`config.mk`:
```
export PLATFORM = sky130hd
export DESIGN_NAME = lmc_rx_cfg_ctrl
export DESIGN_NICKNAME = d
export VERILOG_FILES = /design/src/rtl/lmc_pkg.sv /design/src/rtl/lmc_idle_counter.sv /design/src/rtl/lmc_rx_cfg_ctrl.sv
export SDC_FILE = /design/constraint.sdc
export NUM_CORES = 1
export LEC_CHECK = 0
export ABC_AREA = 1
export CAP_MARGIN = 20
export CORE_MARGIN = 8
export CORE_UTILIZATION = 50
export DETAILED_ROUTE_END_ITERATION = 8
export DONT_BUFFER_PORTS = 1
export GPL_TIMING_DRIVEN = 0
export PLACE_DENSITY = 0.74
export SETUP_SLACK_MARGIN = 0.3
export SYNTH_ARGS = -nofsm -noshare
export SYNTH_HDL_FRONTEND = slang
export SYNTH_SLANG_ARGS = --single-unit
```
`constraint.sdc`:
```
create_clock -name clk -period 1.8 [get_ports clk]
set_input_delay 0 -clock clk [delete_from_list [all_inputs] [get_ports clk]]
set_output_delay 0 -clock clk [all_outputs]
set_load 0.01 [all_outputs]
```
`src/rtl/lmc_pkg.sv`:
```
// Shared types, constants and config legality check for the LMC RX config controller.
package lmc_pkg;

  localparam int unsigned GEN_W     = 3;
  localparam int unsigned LANES_W   = 5;
  localparam int unsigned NUM_LANES = 16;

  localparam int unsigned GEN_MIN = 1;
  localparam int unsigned GEN_MAX = 5;

  localparam logic [LANES_W-1:0] LANES_X1  = 5'd1;
  localparam logic [LANES_W-1:0] LANES_X2  = 5'd2;
  localparam logic [LANES_W-1:0] LANES_X4  = 5'd4;
  localparam logic [LANES_W-1:0] LANES_X8  = 5'd8;
  localparam logic [LANES_W-1:0] LANES_X16 = 5'd16;

  typedef enum logic [1:0] {
    ST_RUN    = 2'd0,
    ST_DRAIN  = 2'd1,
    ST_APPLY  = 2'd2,
    ST_SETTLE = 2'd3
  } state_e;

  typedef struct packed {
    logic [GEN_W-1:0]   gen;
    logic [LANES_W-1:0] lanes;
  } cfg_t;

  // Legal request: rate inside the supported range, width one of the legal lane counts.
  function automatic logic cfg_valid(input logic [GEN_W-1:0] gen, input logic [LANES_W-1:0] lanes);
    logic gen_ok;
    logic lanes_ok;
    gen_ok   = (gen >= GEN_W'(GEN_MIN)) && (gen <= GEN_W'(GEN_MAX));
    lanes_ok = (lanes == LANES_X1) || (lanes == LANES_X2) || (lanes == LANES_X4) ||
               (lanes == LANES_X8) || (lanes == LANES_X16);
    return gen_ok && lanes_ok;
  endfunction

endpackage

```
`src/rtl/lmc_idle_counter.sv`:
```
// Saturating consecutive-condition counter; hit_c flags the cycle that completes THRESH in a row.
module lmc_idle_counter #(
  parameter int unsigned THRESH = 4
) (
  input  logic clk,
  input  logic rst_n,
  input  logic clr_i,
  input  logic cond_i,
  output logic hit_c
);

  localparam int unsigned        CNT_W = (THRESH > 1) ? $clog2(THRESH) : 1;
  localparam logic [CNT_W-1:0]   LAST  = CNT_W'(THRESH - 1);
  localparam logic [CNT_W-1:0]   MAXV  = '1;

  logic [CNT_W-1:0] cnt_q;
  logic [CNT_W-1:0] cnt_d;

  // Count while the condition holds, restart on clear or a broken run, saturate at max.
  always_comb begin
    cnt_d = cnt_q;
    if (clr_i || !cond_i) begin
      cnt_d = '0;
    end else if (cnt_q != MAXV) begin
      cnt_d = cnt_q + CNT_W'(1);
    end
  end

  // Counter register.
  always_ff @(posedge clk or negedge rst_n) begin
    if (!rst_n) begin
      cnt_q <= '0;
    end else begin
      cnt_q <= cnt_d;
    end
  end

  assign hit_c = !clr_i && cond_i && (cnt_q >= LAST);

endmodule

```
`src/rtl/lmc_rx_cfg_ctrl.sv`:
```
// Sequences GEN / LANESNUMBER changes for the LMC RX datapath: drain, apply, settle, acknowledge.
// Optional drain watchdog enabled by defining LMC_CFG_TIMEOUT_EN.
module lmc_rx_cfg_ctrl
  import lmc_pkg::*;
#(
  parameter int unsigned DRAIN_IDLE_CYCLES = 4,
  parameter int unsigned SETTLE_CYCLES     = 3,
  parameter int unsigned RESET_GEN         = 1,
  parameter int unsigned RESET_LANES       = 1
`ifdef LMC_CFG_TIMEOUT_EN
  ,
  parameter int unsigned TIMEOUT_CYCLES    = 255
`endif
) (
  input  logic                 clk,
  input  logic                 reset,
  input  logic                 cfgReqValid,
  input  logic [GEN_W-1:0]     cfgReqGen,
  input  logic [LANES_W-1:0]   cfgReqLanes,
  output logic                 cfgReqReady,
  output logic                 cfgDone,
  output logic                 cfgErr,
  input  logic [NUM_LANES-1:0] descramblerDataValid,
  output logic [GEN_W-1:0]     GEN,
  output logic [LANES_W-1:0]   LANESNUMBER,
  output logic                 lmcHold,
  output logic                 busy
);

  localparam cfg_t RESET_CFG = '{gen: GEN_W'(RESET_GEN), lanes: LANES_W'(RESET_LANES)};

  state_e state_q, state_d;
  cfg_t   cur_q, cur_d;
  cfg_t   pend_q, pend_d;
  logic   ready_q, ready_d;
  logic   done_q, done_d;
  logic   err_q, err_d;
  logic   hold_q, hold_d;
  logic   busy_q, busy_d;
  logic   to_q, to_d;

  logic   idle_c;
  logic   hs_c;
  logic   drain_hit_c;
  logic   settle_hit_c;
  logic   wd_hit_c;
  cfg_t   req_c;

  assign idle_c = (descramblerDataValid == '0);
  assign hs_c   = cfgReqValid && ready_q;
  assign req_c  = '{gen: cfgReqGen, lanes: cfgReqLanes};

  // Consecutive idle cycles while draining.
  lmc_idle_counter #(.THRESH(DRAIN_IDLE_CYCLES)) u_drain_cnt (
    .clk    (clk),
    .rst_n  (reset),
    .clr_i  (state_q != ST_DRAIN),
    .cond_i (idle_c),
    .hit_c  (drain_hit_c)
  );

  // Cycles spent holding the new config before release.
  lmc_idle_counter #(.THRESH(SETTLE_CYCLES)) u_settle_cnt (
    .clk    (clk),
    .rst_n  (reset),
    .clr_i  (state_q != ST_SETTLE),
    .cond_i (1'b1),
    .hit_c  (settle_hit_c)
  );

`ifdef LMC_CFG_TIMEOUT_EN
  // Watchdog on total time spent draining.
  lmc_idle_counter #(.THRESH(TIMEOUT_CYCLES)) u_wd_cnt (
    .clk    (clk),
    .rst_n  (reset),
    .clr_i  (state_q != ST_DRAIN),
    .cond_i (1'b1),
    .hit_c  (wd_hit_c)
  );
`else
  assign wd_hit_c = 1'b0;
`endif

  // Next-state and next-output logic.
  always_comb begin
    state_d = state_q;
    cur_d   = cur_q;
    pend_d  = pend_q;
    done_d  = 1'b0;
    err_d   = 1'b0;
    to_d    = to_q;
    unique case (state_q)
      ST_RUN: begin
        if (hs_c) begin
          if (!cfg_valid(req_c.gen, req_c.lanes)) begin
            err_d = 1'b1;
          end else if (req_c == cur_q) begin
            done_d = 1'b1;
          end else begin
            pend_d  = req_c;
            state_d = ST_DRAIN;
          end
        end
      end
      ST_DRAIN: begin
        if (drain_hit_c) begin
          state_d = ST_APPLY;
        end else if (wd_hit_c) begin
          state_d = ST_APPLY;
          to_d    = 1'b1;
        end
      end
      ST_APPLY: begin
        cur_d   = pend_q;
        state_d = ST_SETTLE;
      end
      ST_SETTLE: begin
        if (settle_hit_c) begin
          state_d = ST_RUN;
          done_d  = 1'b1;
          err_d   = to_q;
          to_d    = 1'b0;
        end
      end
      default: state_d = ST_RUN;
    endcase
    // Ready reopens one cycle after returning to RUN, so it never overlaps a cfgDone from SETTLE.
    ready_d = (state_q == ST_RUN) && (state_d == ST_RUN);
    hold_d  = (state_d != ST_RUN);
    busy_d  = (state_d != ST_RUN);
  end

  // State and registered outputs.
  always_ff @(posedge clk or negedge reset) begin
    if (!reset) begin
      state_q <= ST_RUN;
      cur_q   <= RESET_CFG;
      pend_q  <= RESET_CFG;
      ready_q <= 1'b1;
      done_q  <= 1'b0;
      err_q   <= 1'b0;
      hold_q  <= 1'b0;
      busy_q  <= 1'b0;
      to_q    <= 1'b0;
    end else begin
      state_q <= state_d;
      cur_q   <= cur_d;
      pend_q  <= pend_d;
      ready_q <= ready_d;
      done_q  <= done_d;
      err_q   <= err_d;
      hold_q  <= hold_d;
      busy_q  <= busy_d;
      to_q    <= to_d;
    end
  end

  assign cfgReqReady = ready_q;
  assign cfgDone     = done_q;
  assign cfgErr      = err_q;
  assign GEN         = cur_q.gen;
  assign LANESNUMBER = cur_q.lanes;
  assign lmcHold     = hold_q;
  assign busy        = busy_q;

endmodule

```
==> results.py <==
metrics = {
    "status": {
        "status": "finished clean",
    },
    "route": {
        "drc": 0,
        "drt_iter0_markers": 70,
        "first_pass_iters": 4,
        "ant_nets": 0,
        "wire_per_inst_um": 13.93,
        "routed_wirelength_mm": 3.565,
        "via_count": 1338,
        "viasPerCell": 5.227,
    },
    "hold_path": {
        "min_path_type": "input pin to flip-flop",
    },
    "placement": {
        "globalplace.congestion": 0.8071,
        "pre_cts_ws_ps": 61.51,
        "dp_hpwl_mm": 2.439,
        "numPortBuffers": 0,
        "dp_cells": 220,
    },
    "global_route": {
        "grt_overflow": 0,
        "grt_pass1_vias": 1405,
        "grt_pass1_wl_mm": 6.154,
        "grt_antenna_before_repair": 0,
        "grt.total_usage_pct": 15.01,
        "grt_max_degree": 27,
    },
    "clock_tree": {
        "cts_tree": "done",
        "cts_buffers": 3,
        "h-tree-depth": 1,
        "root_buffer": "clkbuf_4",
        "clk_pin_slew_ps": 140,
        "cts_sinks": 26,
        "clockBufferDepth": 2,
        "clk_latency_ps": 330,
    },
    "finish": {
        "n_fill_cell": 241,
        "nNetsFinal": 259,
        "final_common_cell": "nand2_1",
        "final_cell_mix": "nand2_1, dfrtp_1, nor2_1",
        "final_cells": 256,
        "diodes": 0,
        "area_growth_pct": 30.89,
        "drive_gt1_share_pct": 33.63,
    },
    "sta": {
        "hold_ws_ps": 12.54,
        "tns_ps": 0,
        "max_freq_mhz": 601.0,
        "fin_ws_ps": 136.2,
        "rsz0062_at_grt": "yes",
        "fin_worst_skew_ps": 8.261,
        "slew_viol_final": 0,
        "hold_viol_final": 0,
        "setup_violations": 0,
        "tightestPinTransition_ps": 208.0,
        "post-route-period-util_pct": 92.43,
        "min_period_ps": 1664,
        "slew_headroom_pct": 85.99,
    },
    "power": {
        "p_comb_share_pct": 45.6,
        "seq_power_share_pct": 42.3,
        "clockPowerShare_pct": 12.1,
        "total_leakage_power_uw": 0.0009535,
        "irDropWorstVdd_uv": 521.2,
        "p_int_uw": 1427,
        "power.density_nw_per_um2": 1261,
        "switching_share_pct": 42.45,
        "p_sw_uw": 1053,
    },
    "floorplanning": {
        "die_w_um": 70.82,
        "ios": 40,
        "die_height_um": 70.82,
        "initial_core_util_pct": 50.89,
        "die_area_um2": 5015,
        "coreArea_um2": 2953,
        "rows": 20,
    },
    "worst_setup_path": {
        "crit_type": "flip-flop to flip-flop",
        "worst_ep_arrival_time_ps": 1940,
        "crit_fanout": 2,
        "cp_data_required_time_ps": 2070,
        "end_kind": "flip-flop",
        "startpoint_type": "flip-flop",
    },
    "logic_synthesis": {
        "synth_cell_types": 25,
        "netlist_area_um2": 1503,
        "synth_top_area_share_pct": 34.97,
        "synth_top_area_cell": "dfrtp_1",
        "synth_nets": 222,
        "ys_warn_count": 0,
        "ys_seq_area_share_pct": 43.71,
        "syn_inst": 187,
        "synthTopCellsByArea": "dfrtp_1, nand2_1, dfstp_2",
        "ys_ff_latch": 26,
        "synth_area_per_cell_um2": 8.036,
    },
    "run": {
        "drv_cap": 0,
    },
}
==> logic make-up after synthesis <==
family / after synthesis / share of synthesized area (%)
muxes: 1 / 0.6661
adders and majority gates: 8 / 6.661
xor gates and xnor gates: 1 / 0.5830
and+or+nand+nor: 95 / 27.31
AOI/OAI and AO/OA: 28 / 13.32
buffers and inverters: 28 / 7.743
DFF: 26 / 43.71
==> cell usage after synthesis <==
library cell	count
nor2_2	3
o211a_1	1
nand2_2	8
nand3_1	2
inv_2	5
nor3_1	2
a21oi_1	5
buf_6	1
o21ai_2	8
clkbuf_1	1
ha_1	8
nand4_1	1
nand3_4	1
nand2_1	58
xor2_1	1
mux2i_1	1
a21oi_4	2
or2_2	2
inv_1	20
buf_4	1
dfrtp_1	21
o21ai_0	11
o21a_1	1
dfstp_2	5
nor2_1	18
==> repair_timing <==
action / 4_1_cts / 5_1_grt
endpoints found under the hold margin: 39 / 0
endpoints found under the setup margin: 20 / 21
buffers inserted: 13 / 2
resized for setup: 20 / 7
hold buffers: 16 / 0
pin swaps: 7 / 4
gates cloned: 0 / 1
==> final cells by class <==
type | count | area (um^2) | area share (%)
plain buffers | 3 | 32.53 | 1.654
multi-input cells | 133 | 787.0 | 40.01
inverters | 25 | 93.84 | 4.771
clock buffers | 4 | 36.28 | 1.845
repair buffers | 32 | 319.1 | 16.22
well taps | 33 | 41.29 | 2.099
flip-flops and latches | 26 | 656.9 | 33.40
==> power by group through the flow <==
stage          Combinational [uW]  Clock (uW)  Sequential, uW
2_1_floorplan                 691           0            1010
3_3_place_gp                  796           0            1050
6_report                     1130         299            1050
4_1_cts                      1050         304            1050
3_5_place_dp                  837           0            1060
5_1_grt                      1270         334            1080
==> routing by layer <==
metal / track usage (%) / vias up / wire length, um
met5: 0 / - / 0
met4: 6.697 / 0 / 127
met3: 3.107 / 17 / 234
met2: 26.67 / 53 / 1833
met1: 16.75 / 614 / 1369
li1: - / 654 / -
==> through the flow <==
step                power (uW)  instance area [um^2]  util [%]
global placement          1843                  1544     52.29
CTS                       2410                  1904     64.49
finish                    2480                  1967     66.61
global route              2686                  1967     66.61
detailed placement        1901                  1544     52.29
floorplan                 1701                  1503         -
==> flip-flops by register name, summed over array words and instances (netlist names) <==
| register | flops |
|---|---|
| state_q | 2 |
| GEN | 3 |
| cfgReqReady | 1 |
| cfgDone | 1 |
| u_settle_cnt.cnt_q | 2 |
| LANESNUMBER | 5 |
| busy | 1 |
| pend_q | 8 |
| cfgErr | 1 |
| u_drain_cnt.cnt_q | 2 |
==> critical path, cell delays in order (launching register included) <==
cell	delay, ps
dfrtp_1	430
inv_2	80
ha_2	180
inv_2	60
nor3_4	200
nand4_1	160
nand2_1	110
a21oi_2	70
a21oi_4	130
nand2_2	90
nor2_2	80
==> path summary, 6_finish.rpt <==
kind / cells past startpoint / to / start / slack [ps]
worst max-delay path: 10 / cfgReqReady / state_q[1] / 140
worst max register to register: 10 / cfgReqReady / state_q[1] / 140
worst min register to register: 2 / pend_q[5] / pend_q[5] / 490
min in group asynchronous: 2 / LANESNUMBER[3] / reset / 80
max in group asynchronous: 2 / cfgReqReady / reset / 1480
worst min-delay path: 4 / cfgDone / cfgReqLanes[4] / 10
Power figures use the tool's default switching activity.
